==> src/rtl/chunk_adder_if.sv <==
// Purpose: operand/result bundle for chunk_adder (start/busy/done handshake plus data).
// Latency: none, wires only.
// Backpressure: none; the requester must hold off while busy is high because start is ignored then.
// Ports: master drives start/sub/a/b/c_in and observes busy/done/s/c_out/ovf; slave is the reverse.
interface chunk_adder_if #(
    parameter int WIDTH = 16
);
    logic             start;
    logic             sub;
    logic [WIDTH-1:0] a;
    logic [WIDTH-1:0] b;
    logic             c_in;
    logic             busy;
    logic             done;
    logic [WIDTH-1:0] s;
    logic             c_out;
    logic             ovf;

    modport master (
        output start, sub, a, b, c_in,
        input  busy, done, s, c_out, ovf
    );

    modport slave (
        input  start, sub, a, b, c_in,
        output busy, done, s, c_out, ovf
    );
endinterface

==> src/rtl/chunk_adder.sv <==
// Purpose: multi-cycle WIDTH-bit add/subtract, CHUNK bits per clock through one ripple slice.
// Latency: WIDTH/CHUNK cycles from accepted start to the one-cycle done pulse.
// Backpressure: start is only taken in IDLE or DONE; while busy it is ignored.
// Ports: clk, rst_n (async, active low); bus (slave) carries start/sub/a/b/c_in in and
//        busy/done/s/c_out/ovf out. s/c_out/ovf hold until the next completion.
module chunk_adder #(
    parameter int WIDTH = 16,
    parameter int CHUNK = 4
) (
    input  logic         clk,
    input  logic         rst_n,
    chunk_adder_if.slave bus
);
    localparam int NCHUNK = WIDTH / CHUNK;
    localparam int KW     = (NCHUNK > 1) ? $clog2(NCHUNK) : 1;
    localparam logic [KW-1:0] K_LAST = KW'(NCHUNK - 1);

    localparam logic [1:0] ST_IDLE = 2'd0;
    localparam logic [1:0] ST_RUN  = 2'd1;
    localparam logic [1:0] ST_DONE = 2'd2;

    logic [1:0]       state_q, state_d;
    logic [KW-1:0]    k_q, k_d;
    logic             carry_q, carry_d;
    logic [WIDTH-1:0] opa_q, opa_d;
    logic [WIDTH-1:0] opb_q, opb_d;
    logic [WIDTH-1:0] work_q, work_d;
    logic [WIDTH-1:0] s_q, s_d;
    logic             c_out_q, c_out_d;
    logic             ovf_q, ovf_d;

    logic [31:0]      base;
    logic [CHUNK-1:0] slice_a;
    logic [CHUNK-1:0] slice_b;
    logic [CHUNK-1:0] slice_sum;
    logic             slice_cy;
    logic             msb_cin;
    logic             accept;

    assign base    = 32'(k_q) * 32'(CHUNK);
    assign slice_a = opa_q[base +: CHUNK];
    assign slice_b = opb_q[base +: CHUNK];

    assign {slice_cy, slice_sum} = {1'b0, slice_a} + {1'b0, slice_b} + {{CHUNK{1'b0}}, carry_q};

    // Carry into the slice's top bit recovered from sum = a ^ b ^ cin; on the last
    // chunk this is the carry into the word MSB (equals carry_q when CHUNK = 1).
    assign msb_cin = slice_sum[CHUNK-1] ^ slice_a[CHUNK-1] ^ slice_b[CHUNK-1];

    assign accept = bus.start && ((state_q == ST_IDLE) || (state_q == ST_DONE));

    always_comb begin
        state_d = state_q;
        k_d     = k_q;
        carry_d = carry_q;
        opa_d   = opa_q;
        opb_d   = opb_q;
        work_d  = work_q;
        s_d     = s_q;
        c_out_d = c_out_q;
        ovf_d   = ovf_q;

        case (state_q)
            ST_IDLE, ST_DONE: begin
                state_d = ST_IDLE;
                if (accept) begin
                    state_d = ST_RUN;
                    // Subtract as a + ~b + ~borrow, so the carry out reads as "no borrow".
                    opa_d   = bus.a;
                    opb_d   = bus.sub ? ~bus.b : bus.b;
                    carry_d = bus.sub ^ bus.c_in;
                    k_d     = '0;
                end
            end
            ST_RUN: begin
                work_d[base +: CHUNK] = slice_sum;
                carry_d               = slice_cy;
                if (k_q == K_LAST) begin
                    state_d = ST_DONE;
                    s_d     = work_d;
                    c_out_d = slice_cy;
                    ovf_d   = msb_cin ^ slice_cy;
                end else begin
                    k_d = k_q + KW'(1);
                end
            end
            default: state_d = ST_IDLE;
        endcase
    end

    always_ff @(posedge clk or negedge rst_n) begin
        if (!rst_n) begin
            state_q <= ST_IDLE;
            k_q     <= '0;
            carry_q <= 1'b0;
            opa_q   <= '0;
            opb_q   <= '0;
            work_q  <= '0;
            s_q     <= '0;
            c_out_q <= 1'b0;
            ovf_q   <= 1'b0;
        end else begin
            state_q <= state_d;
            k_q     <= k_d;
            carry_q <= carry_d;
            opa_q   <= opa_d;
            opb_q   <= opb_d;
            work_q  <= work_d;
            s_q     <= s_d;
            c_out_q <= c_out_d;
            ovf_q   <= ovf_d;
        end
    end

    // DONE lasts exactly one cycle, so done is a clean pulse straight off the state.
    assign bus.busy  = (state_q == ST_RUN);
    assign bus.done  = (state_q == ST_DONE);
    assign bus.s     = s_q;
    assign bus.c_out = c_out_q;
    assign bus.ovf   = ovf_q;
endmodule

==> src/flat_wrapper.sv <==
// flat-port wrapper written by rule: the top's interface ports become plain ports
module chunk_adder_flat 
#(
    parameter int WIDTH = 16,
    parameter int CHUNK = 4
)
  (clk, rst_n, bus_start, bus_sub, bus_a, bus_b, bus_c_in, bus_busy, bus_done, bus_s, bus_c_out, bus_ovf);
  chunk_adder_if #(.WIDTH(WIDTH)) bus_i ();
  input  logic clk;
  input  logic rst_n;
  input wire logic [$bits(bus_i.start)-1:0] bus_start;
  input wire logic [$bits(bus_i.sub)-1:0] bus_sub;
  input wire logic [$bits(bus_i.a)-1:0] bus_a;
  input wire logic [$bits(bus_i.b)-1:0] bus_b;
  input wire logic [$bits(bus_i.c_in)-1:0] bus_c_in;
  output wire logic [$bits(bus_i.busy)-1:0] bus_busy;
  output wire logic [$bits(bus_i.done)-1:0] bus_done;
  output wire logic [$bits(bus_i.s)-1:0] bus_s;
  output wire logic [$bits(bus_i.c_out)-1:0] bus_c_out;
  output wire logic [$bits(bus_i.ovf)-1:0] bus_ovf;
  assign bus_i.start = bus_start;
  assign bus_i.sub = bus_sub;
  assign bus_i.a = bus_a;
  assign bus_i.b = bus_b;
  assign bus_i.c_in = bus_c_in;
  assign bus_busy = bus_i.busy;
  assign bus_done = bus_i.done;
  assign bus_s = bus_i.s;
  assign bus_c_out = bus_i.c_out;
  assign bus_ovf = bus_i.ovf;
  chunk_adder #(.WIDTH(WIDTH), .CHUNK(CHUNK)) u_core (.clk(clk), .rst_n(rst_n), .bus(bus_i));
endmodule
==> config.mk <==
export PLATFORM = sky130hd
export DESIGN_NAME = chunk_adder_flat
export DESIGN_NICKNAME = d
export VERILOG_FILES = /design/src/rtl/chunk_adder_if.sv /design/src/rtl/chunk_adder.sv /design/src/flat_wrapper.sv
export SDC_FILE = /design/constraint.sdc
export NUM_CORES = 1
export LEC_CHECK = 0
export CAP_MARGIN = 20
export CORE_ASPECT_RATIO = 0.7
export CORE_MARGIN = 2
export CORE_UTILIZATION = 45
export DETAILED_ROUTE_END_ITERATION = 8
export PLACE_DENSITY = 0.66
export SLEW_MARGIN = 40
export SYNTH_ARGS = -nofsm -noshare
export SYNTH_HDL_FRONTEND = slang
export SYNTH_SLANG_ARGS = --single-unit
==> constraint.sdc <==
create_clock -name clk -period 4.6 [get_ports clk]
set_input_delay 0.92 -clock clk [delete_from_list [all_inputs] [get_ports clk]]
set_output_delay 0.92 -clock clk [all_outputs]
set_load 0.1 [all_outputs]
# Word level (Yosys, flattened, before mapping)
# Index checks and enable logic that the tools add are counted.
dict set report word_totals {
  wordCells 47
  ff_bits 71
  out_inout_bits 20
  input_bits 37
}
dict set report classes {
  n_reduce_logical 9
  n_mux 10
  add_sub_neg 4
  eq_ne 6
  n_shift 4
  n_bitwise 5
}
# op n
set op_table {}
lappend op_table {{4-bit negation with 34-bit output} 1}
lappend op_table {{4-bit by 34-bit variable shift with 16-bit output, first input constant} 1}
lappend op_table {{4-bit by 34-bit indexed part select with 16-bit output} 1}
lappend op_table {{16-bit by 5-bit indexed part select with 4-bit output} 2}
lappend op_table {{16-bit bitwise mux} 1}
lappend op_table {{16-bit two-way mux} 1}
lappend op_table {{16-bit inverter} 1}
lappend op_table {{2-bit case mux with 2 select lines} 2}
lappend op_table {{2-bit two-way mux} 3}
lappend op_table {{2-bit AND reduction} 3}
lappend op_table {{4-bit by 4-bit adder with 5-bit output} 1}
lappend op_table {{5-bit by 1-bit adder with 5-bit output} 1}
lappend op_table {{2-bit == test, second input constant} 2}
lappend op_table {{2-bit by 1-bit inequality test with 1-bit output, second input constant} 2}
lappend op_table {{1-bit bitwise XOR} 4}
lappend op_table {{3-bit AND reduction} 1}
lappend op_table {{2-bit by 1-bit adder with 2-bit output, second input constant} 1}
lappend op_table {{2-bit by 1-bit == test with 1-bit output, second input constant} 1}
lappend op_table {{2-bit logical NOT} 1}
lappend op_table {{1-bit two-way mux} 2}
lappend op_table {{2-bit inequality test, second input constant} 1}
lappend op_table {{1-bit case mux with 2 select lines} 1}
lappend op_table {{2-bit nonzero test} 1}
lappend op_table {{2-bit OR reduction} 1}
lappend op_table {{other kinds (2)} 2}

# Logic depth before layout (Yosys ltp)
dict set report logic_depth {
  ltp_word 6
  mapped_depth 9
  depth_no_buf 8
}

# Least setup slack after synthesis
# Ideal clock, no wire load.
dict set report synth_path {
  path_type {reg-to-reg}
  from {register u_core.k_q[0]}
  to {register u_core.ovf_q (netlist: u_core.bus.ovf)}
  required_time_ps 4472
  t_arrival_ps 2860
  setup_time_ps 128
  path_stages_with_launch 10
  period_less_slack_ps 2989
  path_slack_ps 1611
  path_buffers 1
  cell_sequence {dfrtp_1 -> buf_4 -> mux4_2 -> fa_1 -> fa_1 -> a21o_1 -> a21oi_1 -> xnor3_1 -> xnor2_1 -> o21ai_1}
}
dict set report synth_via {
  elab_chain_cells 6
  elab_cells_between_ends 9
  cone_classes {add/sub (2); eq/ne (1); shift (2); bitwise (3); reduce/logical (1)}
}
# item line
set synth_lines {}
lappend synth_lines {{start, declared} chunk_adder.sv:23} ;# logic [KW-1:0] k_q, k_d;
lappend synth_lines {{start signal, assigned} chunk_adder.sv:104} ;# k_q <= k_d;
lappend synth_lines {{16-bit by 5-bit indexed part select with 4-bit output (on tied branches)} {chunk_adder.sv:41, chunk_adder.sv:42}}
lappend synth_lines {{4-bit by 4-bit adder with 5-bit output} chunk_adder.sv:44} ;# assign {slice_cy, slice_sum} = {1'b0, slice_a} + {1'b0, slice_b} + {{CHUNK{1'b0}}, carry_q};
lappend synth_lines {{5-bit by 1-bit adder with 5-bit output} chunk_adder.sv:44}
lappend synth_lines {{1-bit bitwise XOR (2 in a row)} chunk_adder.sv:48} ;# assign msb_cin = slice_sum[CHUNK-1] ^ slice_a[CHUNK-1] ^ slice_b[CHUNK-1];
lappend synth_lines {{1-bit bitwise XOR} chunk_adder.sv:82} ;# ovf_d = msb_cin ^ slice_cy;
lappend synth_lines {{end signal, assigned} chunk_adder.sv:111} ;# ovf_q <= ovf_d;
lappend synth_lines {{end, declared} chunk_adder.sv:30} ;# logic ovf_q, ovf_d;
# Several ways; a longest one is shown, not always the timed one.
# A chain may end at the register's enable or synchronous reset.

# Worst setup path after layout
# Ends and elaborated chain as after synthesis.

==> metrics.md <==
| Metric | Value |
|---|---|
| FP Rows | 26 |
| Core footprint | 0.00729 mm² |
| Nets | approximately 390 |
| Tcrit/Tclk final | 0.733 |
| First-pass GRT wire length | ~12,000 µm |
| Final Skew | between 7 and 8 ps |
| Post-Synthesis Cells | roughly 290 |
| Via count | around 2,300 |
| 1st-iter DRT viols | about 180 |
| DIE AREA | 0.00826 mm² |
| Max Slew Vio Count | 0 |
| Post-synthesis register bit count | 71 |
| Ys Warns | 0 |
| Num CTS Buffers | 9 |
| Remaining Overflow, GRT | 0 |
| Outcome | complete, no violations |
| Async SR Flop Fraction | 1.00 |
| Post-synthesis sequential area ratio | 0.524 |
| Number of max-cap violations | 0 |
| Vias/cell | 5.10 |
| Gr usage total | 0.185 |
| Reg clk slew, reported paths | 80 ps |
| Final hold vios | 0 |
| RSZ-0062 raised after global routing | no |
| Initial antenna violation count | 0 |
| Worst reg2reg path depth | 8 |
| Largest net degree at the start of global routing | 54 |
| Vias in the first global route | about 2,400 |
| CP Capture Type | register |
| Starting Density | 0.465 |
| GPL Wtd Cong | 0.783 |
| Ratio of cells with drive above 1 in the final layout | 0.154 |
| DR WL met3 | 355 µm |
| R2R Setup Slk | ~1200 ps |
| Port bufs | 56 |
| FF/Latch Area | between 0.0015 and 0.002 mm² |
| Clock Path Buffers | 2 |
| Fin Hold WS | approximately 490 ps |
| Critical path required time | ~4800 ps |
| I/O pins | 57 |
| Clk_lat worst skew | ~350 ps |
| CP startpoint | u_core.k_q[0] |
| Die Ht | 76.6 µm |
| Met1 wire length | 3410 µm |
| CP startpoint kind | register |
| First-pass iteration count of the detailed router | 4 |
| R2r startpoint | u_core.k_q[0] |
| Met2 wire len | between 2000 and 3000 µm |
| Drt drc | 0 |
| Routed Antenna Nets | 0 |
| Max FO, Critical Path | 15 |
| Avg WL per Cell | 15.1 µm |
| Drt total wl | a little under 7000 µm |
| Final Setup Violations | 0 |
| DR top layer | met4 |
| Worst slew pin tran | 765 ps |
| Area of the multi-input gates | about 0.0015 mm² |
| DP Wirelength | around 4700 µm |
| Worst setup path endpoint | u_core.bus.ovf |
| Relative max-transition margin | 0.490 |
| Post-synthesis cell type count | 29 |
| Data arrival, critical path | roughly 3600 ps |
| Crit Path Class | reg -> reg |
| Syn-to-layout area delta | 22.6% |
| Setup_tns | 0 ps |
| Die width | around 110 µm |
| R2r endpoint | u_core.bus.ovf |
| Max H-tree Level | 3 |
| Hold buffer count at CTS | 0 |
| Cell Area, Synth | roughly 0.0034 mm² |
| Top FF cell, synth | dfrtp_1 |
| Average instance area after synthesis | between 10 and 15 µm² |
| ANT cells | 0 |
| Final Critical Period | 3370 ps |
| # fillers | between 600 and 700 |
| CTS root buffer | clkbuf_8 |
| Peak Freq | a little under 300 MHz |
| Hold WC Path Type | reg -> reg |
| Post-CTS sizing | 0 |
| Post-synth EDFFs | 0 |
| Mapped Nets | roughly 340 |
| TritonCTS clock tree | yes |
| Post-CTS Repair Setup Buffers | 0 |
| # clock sinks | 71 |
| Hold Path Stages | 2 |
[Yosys cell counts, drive strengths merged, types with 3 or more instances]
cell type / instances / area [µm²]
a21oi: 19 / 95.1
a22o: 8 / 70.1
a32o: 8 / 80.1
buf: 4 / 22.5
clkbuf: 14 / 55.1
dfrtp: 71 / 1780
ha: 9 / 113
inv: 4 / 15.0
mux2: 16 / 180
mux4: 8 / 180
nand2: 42 / 158
nand2b: 3 / 18.8
nor2b: 18 / 113
o21ai: 36 / 180
xnor2: 18 / 158
[metrics by stage]
stage / setup WS (ps) / area [µm²] / utilization / cells
global placement: 1290 / 4010 / 0.550 / 432
finish: 1230 / 4160 / 0.571 / 448
detailed placement: 1180 / 3910 / 0.537 / 432
global route: 966 / 4160 / 0.571 / 448
floorplan: 1610 / 3390 / - / 294
CTS: 1180 / 4160 / 0.571 / 448
[layout by cell type, fill, tap and decap left out, drive strengths merged, types with 8 or more instances in the layout]
cell type	netlist	routed
o21ai	36	36
nor2b	18	18
a22o	8	8
mux4	8	8
clkdlybuf4s50	0	34
mux2	16	16
a32o	8	8
dfrtp	71	71
buf	4	24
ha	9	9
xnor2	18	18
clkbuf	14	9
nand2	42	42
a21oi	19	19
[flip-flops by register name, indices dropped and copies added, names as in the netlist]
signal / cells
u_core.carry_q: 1
u_core.state_q: 2
u_core.k_q: 2
u_core.bus.ovf: 1
u_core.bus.s: 16
u_core.opb_q: 16
u_core.bus.c_out: 1
u_core.opa_q: 16
u_core.work_q: 16
[worst min-delay path by stage]
stage / from / to / slack (ps)
2_1_floorplan: u_core.opb_q[10] / u_core.opb_q[10] / 450
3_3_place_gp: u_core.work_q[0] / u_core.work_q[0] / 470
3_5_place_dp: u_core.bus.s[5] / u_core.bus.s[5] / 470
4_1_cts: u_core.bus.s[5] / u_core.bus.s[5] / 490
5_1_grt: u_core.opb_q[7] / u_core.opb_q[7] / 510
6_report: u_core.bus.s[5] / u_core.bus.s[5] / 490
[layer usage]
layer / up-vias / track usage
li1: 1131 / -
met1: 1097 / 0.274
met2: 51 / 0.265
met3: 6 / 0.0522
met4: 0 / 0.0538
met5: - / 0
[area by class of cell]
class | count | share of cell area
sequential | 71 | 0.427
multi-input combinational | 201 | 0.368
timing repair buffer | 58 | 0.113
clock buffer | 9 | 0.0298
tap | 98 | 0.0295
clock inverter | 7 | 0.0289
inverter | 4 | 0.00361
[critical path, stage by stage (launching register included)]
cell and delay [ps]:
dfrtp_1 840, mux4_2 610, fa_1 440, fa_1 410, a21o_1 200, a21oi_1 250
xnor3_1 270, xnor2_1 140, o21ai_1 70
[kinds of logic after synthesis]
kind of cell	Yosys count	synth area share
AOI/OAI and AO/OA	74	0.132
xor gates and xnor gates	21	0.0583
adders and majority gates	11	0.0450
buffers and inverters	22	0.0273
DFF	71	0.524
muxes	24	0.106
and+or+nand+nor	71	0.107
Power is left out: the tool's default activity adds up to more than one toggle a clock period on the data nets, which glitch-free logic cannot reach.
